$ cat config.mk
export PLATFORM = sky130hd
export DESIGN_NAME = max6675_scheduler
export DESIGN_NICKNAME = d
export VERILOG_FILES = /design/src/rtl/max6675_scheduler.sv
export SDC_FILE = /design/constraint.sdc
export NUM_CORES = 1
export LEC_CHECK = 0
export CAP_MARGIN = 20
export CORE_ASPECT_RATIO = 1.4
export CORE_MARGIN = 10
export CORE_UTILIZATION = 55
export CTS_BUF_LIST = sky130_fd_sc_hd__clkbuf_8 sky130_fd_sc_hd__clkbuf_16
export CTS_CLUSTER_DIAMETER = 100
export CTS_CLUSTER_SIZE = 28
export DETAILED_ROUTE_END_ITERATION = 7
export PLACE_DENSITY = 0.8
export SKIP_LAST_GASP = 1
export SYNTH_ARGS = -nofsm -noshare
export SYNTH_HDL_FRONTEND = slang
export SYNTH_SLANG_ARGS = --single-unit
$ cat constraint.sdc
create_clock -name clk -period 3.2 [get_ports clk]
set_clock_uncertainty 0.2 [all_clocks]
set_input_delay 0.64 -clock clk [delete_from_list [all_inputs] [get_ports clk]]
set_output_delay 0.64 -clock clk [all_outputs]
set_load 0.01 [all_outputs]
$ cat src/rtl/max6675_scheduler.sv
// rtl/max6675_scheduler.sv - MAX6675 sample scheduler: periodic/one-shot starts, capture, holdoff and timeout
module max6675_scheduler #(
  parameter int PERIOD_CYCLES  = 12500000,
  parameter int HOLDOFF_CYCLES = 11000000,
  parameter int TIMEOUT_CYCLES = 20000
) (
  input  logic        clk,
  input  logic        reset_n,
  input  logic        enable,
  input  logic        req,
  input  logic        dec_idle,
  input  logic        dec_finish,
  input  logic [15:0] dec_data,
  output logic        dec_start,
  output logic        busy,
  output logic        done,
  output logic        temp_valid,
  output logic [11:0] temp_q,
  output logic        tc_open,
  output logic        frame_err,
  output logic        timeout_err
);

  typedef enum logic [2:0] {
    IDLE,
    START,
    WAIT_FINISH,
    CAPTURE,
    HOLDOFF
  } state_e;

  localparam logic [23:0] PER_RELOAD = 24'(PERIOD_CYCLES - 1);
  localparam logic [31:0] TMO_LAST   = 32'(TIMEOUT_CYCLES - 1);
  localparam logic [31:0] HOLD_LAST  = 32'(HOLDOFF_CYCLES - 1);

  state_e      state_q, state_d;
  logic        pending_q, pending_d;
  logic [23:0] per_cnt_q;
  logic [31:0] tmo_q, tmo_d;
  logic [31:0] hold_q, hold_d;
  logic        tick;
  logic        accept;

  logic        dec_start_q, dec_start_d;
  logic        busy_q, busy_d;
  logic        done_q, done_d;
  logic        temp_valid_q, temp_valid_d;
  logic [11:0] temp_val_q, temp_val_d;
  logic        tc_open_q, tc_open_d;
  logic        frame_err_q, frame_err_d;
  logic        timeout_err_q, timeout_err_d;

  // Bit 0 of the MAX6675 frame carries no information.
  logic        unused_bit;
  assign unused_bit = dec_data[0];

  assign tick = enable && (per_cnt_q == 24'd0);

  // Period counter: held at reload while disabled, reloads on each tick.
  always_ff @(posedge clk or negedge reset_n) begin
    if (!reset_n) begin
      per_cnt_q <= PER_RELOAD;
    end else if (!enable || per_cnt_q == 24'd0) begin
      per_cnt_q <= PER_RELOAD;
    end else begin
      per_cnt_q <= per_cnt_q - 24'd1;
    end
  end

  // State, counters and registered outputs.
  always_ff @(posedge clk or negedge reset_n) begin
    if (!reset_n) begin
      state_q       <= IDLE;
      pending_q     <= 1'b0;
      tmo_q         <= 32'd0;
      hold_q        <= 32'd0;
      dec_start_q   <= 1'b0;
      busy_q        <= 1'b0;
      done_q        <= 1'b0;
      temp_valid_q  <= 1'b0;
      temp_val_q    <= 12'd0;
      tc_open_q     <= 1'b0;
      frame_err_q   <= 1'b0;
      timeout_err_q <= 1'b0;
    end else begin
      state_q       <= state_d;
      pending_q     <= pending_d;
      tmo_q         <= tmo_d;
      hold_q        <= hold_d;
      dec_start_q   <= dec_start_d;
      busy_q        <= busy_d;
      done_q        <= done_d;
      temp_valid_q  <= temp_valid_d;
      temp_val_q    <= temp_val_d;
      tc_open_q     <= tc_open_d;
      frame_err_q   <= frame_err_d;
      timeout_err_q <= timeout_err_d;
    end
  end

  // Next-state logic; capture results are computed on entry to CAPTURE so they are visible there.
  always_comb begin
    state_d       = state_q;
    tmo_d         = tmo_q;
    hold_d        = hold_q;
    accept        = 1'b0;
    done_d        = 1'b0;
    temp_valid_d  = 1'b0;
    temp_val_d    = temp_val_q;
    tc_open_d     = tc_open_q;
    frame_err_d   = frame_err_q;
    timeout_err_d = timeout_err_q;

    case (state_q)
      IDLE: begin
        if (pending_q && dec_idle) begin
          state_d = START;
          accept  = 1'b1;
          tmo_d   = 32'd0;
        end
      end
      START: begin
        if (tmo_q == TMO_LAST) begin
          state_d       = HOLDOFF;
          hold_d        = 32'd0;
          timeout_err_d = 1'b1;
          done_d        = 1'b1;
        end else begin
          tmo_d = tmo_q + 32'd1;
          if (!dec_idle) begin
            state_d = WAIT_FINISH;
          end
        end
      end
      WAIT_FINISH: begin
        if (dec_finish) begin
          state_d       = CAPTURE;
          tc_open_d     = dec_data[2];
          frame_err_d   = dec_data[15] | dec_data[1];
          done_d        = 1'b1;
          timeout_err_d = 1'b0;
          if (!dec_data[2] && !dec_data[15] && !dec_data[1]) begin
            temp_val_d   = dec_data[14:3];
            temp_valid_d = 1'b1;
          end
        end else if (tmo_q == TMO_LAST) begin
          state_d       = HOLDOFF;
          hold_d        = 32'd0;
          timeout_err_d = 1'b1;
          done_d        = 1'b1;
        end else begin
          tmo_d = tmo_q + 32'd1;
        end
      end
      CAPTURE: begin
        state_d = HOLDOFF;
        hold_d  = 32'd0;
      end
      HOLDOFF: begin
        if (hold_q == HOLD_LAST) begin
          state_d = IDLE;
        end else begin
          hold_d = hold_q + 32'd1;
        end
      end
      default: begin
        state_d = IDLE;
      end
    endcase

    // A tick or request after acceptance re-arms; duplicates coalesce into one flag.
    pending_d   = (pending_q && !accept) || tick || req;
    dec_start_d = (state_d == START);
    busy_d      = (state_d != IDLE);
  end

  assign dec_start   = dec_start_q;
  assign busy        = busy_q;
  assign done        = done_q;
  assign temp_valid  = temp_valid_q;
  assign temp_q      = temp_val_q;
  assign tc_open     = tc_open_q;
  assign frame_err   = frame_err_q;
  assign timeout_err = timeout_err_q;

endmodule

Word level (Yosys, flattened, before mapping)
Index checks and enable logic that the tools add are counted.
{ "totals": {"regBits": 111, "latchBits": 0, "mem_bits_rw": 0, "mem_bits_ro": 0, "mem_count": 0} }
{ "op_classes": {"n_addsub": 3, "multipliers": 0, "div_mod_pow": 0, "magnitude_cmp": 0, "eq_ne": 10, "shift": 0, "muxes": 27, "bitwise": 1, "reduce_logical": 23} }
{ "ops": {"columns": ["cell", "count"], "rows": [
  ["$mux 32", 6],
  ["$pmux 32 s4", 1],
  ["$pmux 32 s3", 1],
  ["$add 32x1->32 const B", 2],
  ["$eq 32x15->1 const B", 1],
  ["$eq 32x24->1 const B", 1],
  ["$logic_not 24->1", 1],
  ["$mux 24", 1],
  ["$sub 24x1->24 const B", 1],
  ["$mux 3", 6],
  ["$pmux 3 s5", 1],
  ["$mux 1", 9],
  ["$reduce_and 3->1", 3],
  ["$eq 3x1->1 const B", 2],
  ["$eq 3x2->1 const B", 2],
  ["$ne 2x2->1 const B", 3],
  ["$reduce_bool 3->1", 2],
  ["$logic_and 1x1->1", 5],
  ["$logic_not 1->1", 5],
  ["$pmux 1 s2", 2],
  ["$reduce_bool 4->1", 1],
  ["$eq 3x3->1 const B", 1],
  ["$logic_not 3->1", 1],
  ["$logic_or 1x1->1", 3],
  ["3 further kinds", 3]
]} }

Logic depth before layout (Yosys ltp)
{ "logic_depth": {"ltp_word": 7, "depth_mapped": 9, "depth_no_buf": 7} }

Worst setup path before layout
No wires, ideal clock.
{ "synth_timing": {"kind": "input port to flip-flop", "from": "in dec_finish", "to": "reg tmo_q[21]", "t_arrival_ns": 2.053, "t_required_ns": 2.868, "path_slack_ns": 0.815, "cell_stages": 7, "path_cell_list": "nand2b_1 -> o22a_2 -> or4b_4 -> buf_2 -> nor3_1 -> xnor2_1 -> nor2_1"} }
{ "synth_via": {"elab_chain_len": 2} }
{ "synth_rtl": {"columns": ["item", "line_no", "rtl"], "rows": [
  ["start: declaration", "12", "input logic dec_finish,"],
  ["$ne 2x2->1 (no source line)", null, null],
  ["$reduce_and 3->1 (no source line)", null, null],
  ["end signal: assignment", "88", "tmo_q <= tmo_d;"],
  ["end: declaration", "39", "logic [31:0] tmo_q, tmo_d;"]
]} }
Every way passes these cells.
A chain may end at the register's enable or synchronous reset.

Worst setup path in the final report
{ "layout_timing": {"from": "in dec_finish", "to": "reg tmo_q[15]"} }
Same word-level chain as after synthesis.

==> summary.md <==
| Metric | Value |
|---|---|
| Ranking of synthesized cells by area | `dfrtp_1 42%, xnor2_1 8.1%, dfstp_2 7.5%` |
| Met3 Use GR | `0.0226` |
| Total track usage | `0.170` |
| Clock sinks | `roughly 110` |
| Cell taking the most area after synthesis | `dfrtp_1` |
| Num rows | `43` |
| Worst Setup Path Type | `in -> reg` |
| Area grow syn2layout | `15.0%` |
| EDFF count, synth | `0` |
| Crit path time final | `2600 ps` |
| R2R depth | `5` |
| Final non-filler cell total | `777` |
| Power, Total | `0.00413 W` |
| Asr flop ratio synth | `1.00` |
| Final Hold Fails | `0` |
| Synth top area share | `0.421` |
| Worst hold path type | `in -> async` |
| Die Ht | `140 um` |
| DRT Pass-1 Iters | `5` |
| # port buffers | `39` |
| CP Data Required Time | `3280 ps` |
| First-pass GRT wire length | `21.3 mm` |
| Top FF cell, synth | `dfrtp_1` |
| Worst setup SP type | `primary input` |
| Cell with the most instances after synthesis | `dfrtp_1` |
| RSZ-0062 raised after global routing | `false` |
| Post-Place Cells | `between 700 and 800` |
| Drc violations | `0` |
| Power density over the cells | `636 nW/um2` |
| Total Wirelength | `12.3 mm` |
| Fin crit share | `0.814` |
| Post-Synthesis Cells | `595` |
| Via count | `4432` |
| Setup slack, reg-to-reg | `680 ps` |
| Crit path DAT | `2680 ps` |
| Pins Over Slew Limit | `0` |
| CP endpoint kind | `flop` |
| Commonest cells in the netlist | `95 x dfrtp_1, 89 x nand2_1, 79 x nor2_1` |
| CTS tree | `yes` |
| WL per Instance | `~16 um` |
| Status | `finished, final reports clean` |
| GR Util met1 | `0.194` |
| Antenna Nets Post-Route | `0` |
| Largest net degree at the start of global routing | `58` |
| Post-CTS sizing | `0` |
| TritonCTS Buffers | `9` |
| Die ar. | `roughly 15000 um2` |
| Yosys cell types | `54` |
| Register area share after synthesis | `0.496` |
| Vias per cell | `5.70` |
| Leak | `2.59 nW` |
| Clock transition at path regs | `70 ps` |
| CTS Root Cell | `clkbuf_16` |
| Setup Viol. Count Final | `0` |
| Post-DP HPWL | `8.61 mm` |
| Hold Buf Count CTS | `0` |
| Die extent in x | `106 um` |
| Nets | `between 600 and 700` |
| Slew @ Worst Pin | `731 ps` |
| Syn_nets | `621` |
| Peak VDD IR | `approximately 300 uV` |
| Effective utilization at floorplan | `0.567` |
| Gr busiest metal | `met2` |
| Worst hold slack | `129 ps` |
| Clock latency on the worst-skew pair | `350 ps` |
| Post-Synthesis Cell Area | `5640 um2` |
| # Post-CTS Setup Buffers | `0` |
| H-tree depth | `3` |
| FMAX | `384 MHz` |
| Initial antenna violation count | `0` |
| Crit-path max FO | `14` |
| Gp weighted congestion | `between 0.8 and 0.9` |
| Core Footprint | `9950 um2` |
| Clock Tree Buf Depth | `2` |
| Reg2reg start | `state_q[2]` |
| Finished Core Util | `0.652` |
| Via count of the first global-routing pass | `between 4000 and 5000` |
| Boundary Pins | `between 40 and 50` |
| Max-Cap Viols | `0` |
| Rel. slew slack | `0.513` |
| Reg2reg end | `hold_q[15]` |
| Total gr overflow | `0` |
| Yosys reg bits | `111` |
| DR iter-0 viols | `192` |
| Met2 Use GR | `0.306` |
| ANT cells | `0` |
| Syn avg cell area | `9.48 um2` |
| Share of layout cells above drive strength 1 | `0.109` |
| YS warnings | `0` |
| Setup tns final | `0 ps` |
==> layout by cell type, fill, tap and decap left out, types with 2 or more instances in the layout <==
cell type,n
or3_2,2
o21ai_0,14
nor4b_1,6
xor2_1,20
or4_1,4
and4_1,3
ha_1,4
nor2b_1,4
nand4_1,19
xnor2_1,52
and2_1,2
and3_1,5
nor3_1,30
nand2b_1,3
or3_1,10
nor3b_1,4
a21oi_1,12
clkdlybuf4s50_1,38
o41ai_1,2
dfrtp_1,95
nor4b_2,2
clkbuf_16,9
mux2i_1,2
nand2_1,89
nor4_1,24
nand3_1,24
or2_2,4
dfstp_2,16
nor4_4,2
nor4_2,4
nor3_2,3
inv_1,16
buf_4,15
nor2_1,79
==> worst max-delay path, stage by stage <==
cell and delay, ps:
clkdlybuf4s50_1 450, nand2b_1 180, o22a_2 260, or4b_4 620, or3_1 380, a21oi_1 140
==> worst max-delay path by stage <==
stage	end	start	slack [ps]
final	tmo_q[15]	dec_finish	600
after global routing	tmo_q[15]	dec_finish	530
after CTS	tmo_q[15]	dec_finish	620
after detailed placement	tmo_q[15]	dec_finish	260
after global placement	tmo_q[15]	dec_finish	300
after floorplan	tmo_q[21]	dec_finish	820
==> final cells by class <==
| type | count | area, um2 |
|---|---|---|
| Clock buffer | 10 | 239 |
| Clock inverter | 6 | 60.1 |
| Fill cell | 784 | 3460 |
| Inverter | 14 | 52.6 |
| Multi-Input combinational cell | 448 | 2680 |
| Sequential cell | 111 | 2800 |
| Tap cell | 135 | 169 |
| Timing Repair Buffer | 53 | 493 |
==> state kept, by name, indices dropped and copies added (netlist names) <==
register     cells
timeout_err      1
temp_q          12
busy             1
tc_open          1
done             1
state_q          3
per_cnt_q       24
dec_start        1
pending_q        1
hold_q          32
tmo_q           32
frame_err        1
temp_valid       1
==> cells by family after synthesis <==
logic type / count (synthesis) / synth area share
xor gates and xnor gates: 72 / 0.112
DFF: 111 / 0.496
adders and majority gates: 4 / 0.00887
AOI/OAI and AO/OA: 35 / 0.0364
muxes: 3 / 0.00554
buffers and inverters: 36 / 0.0304
and+or+nand+nor: 334 / 0.311
==> power by group <==
part           switching [W]  leakage, nW  internal (W)  total, W
clock               0.000508        0.155      0.000626   0.00113
combinational       0.000535        0.979      0.000470   0.00100
sequential          0.000295         1.46       0.00169   0.00199
total                0.00134         2.59       0.00279   0.00413
==> stage by stage <==
| stage | worst slack, ps | area [um2] |
|---|---|---|
| floorplan | 815 | 5640 |
| global placement | 297 | 6190 |
| detailed placement | 263 | 6190 |
| CTS | 619 | 6490 |
| global route | 528 | 6490 |
| finish | 596 | 6490 |
==> per-layer routing <==
layer  wire (um)  vias up
li1            -     2136
met2        6730       73
met5           0        -
met3         300       12
met4         198        0
met1        5110     2211
Note: power is estimated with default switching activity, not from simulation.
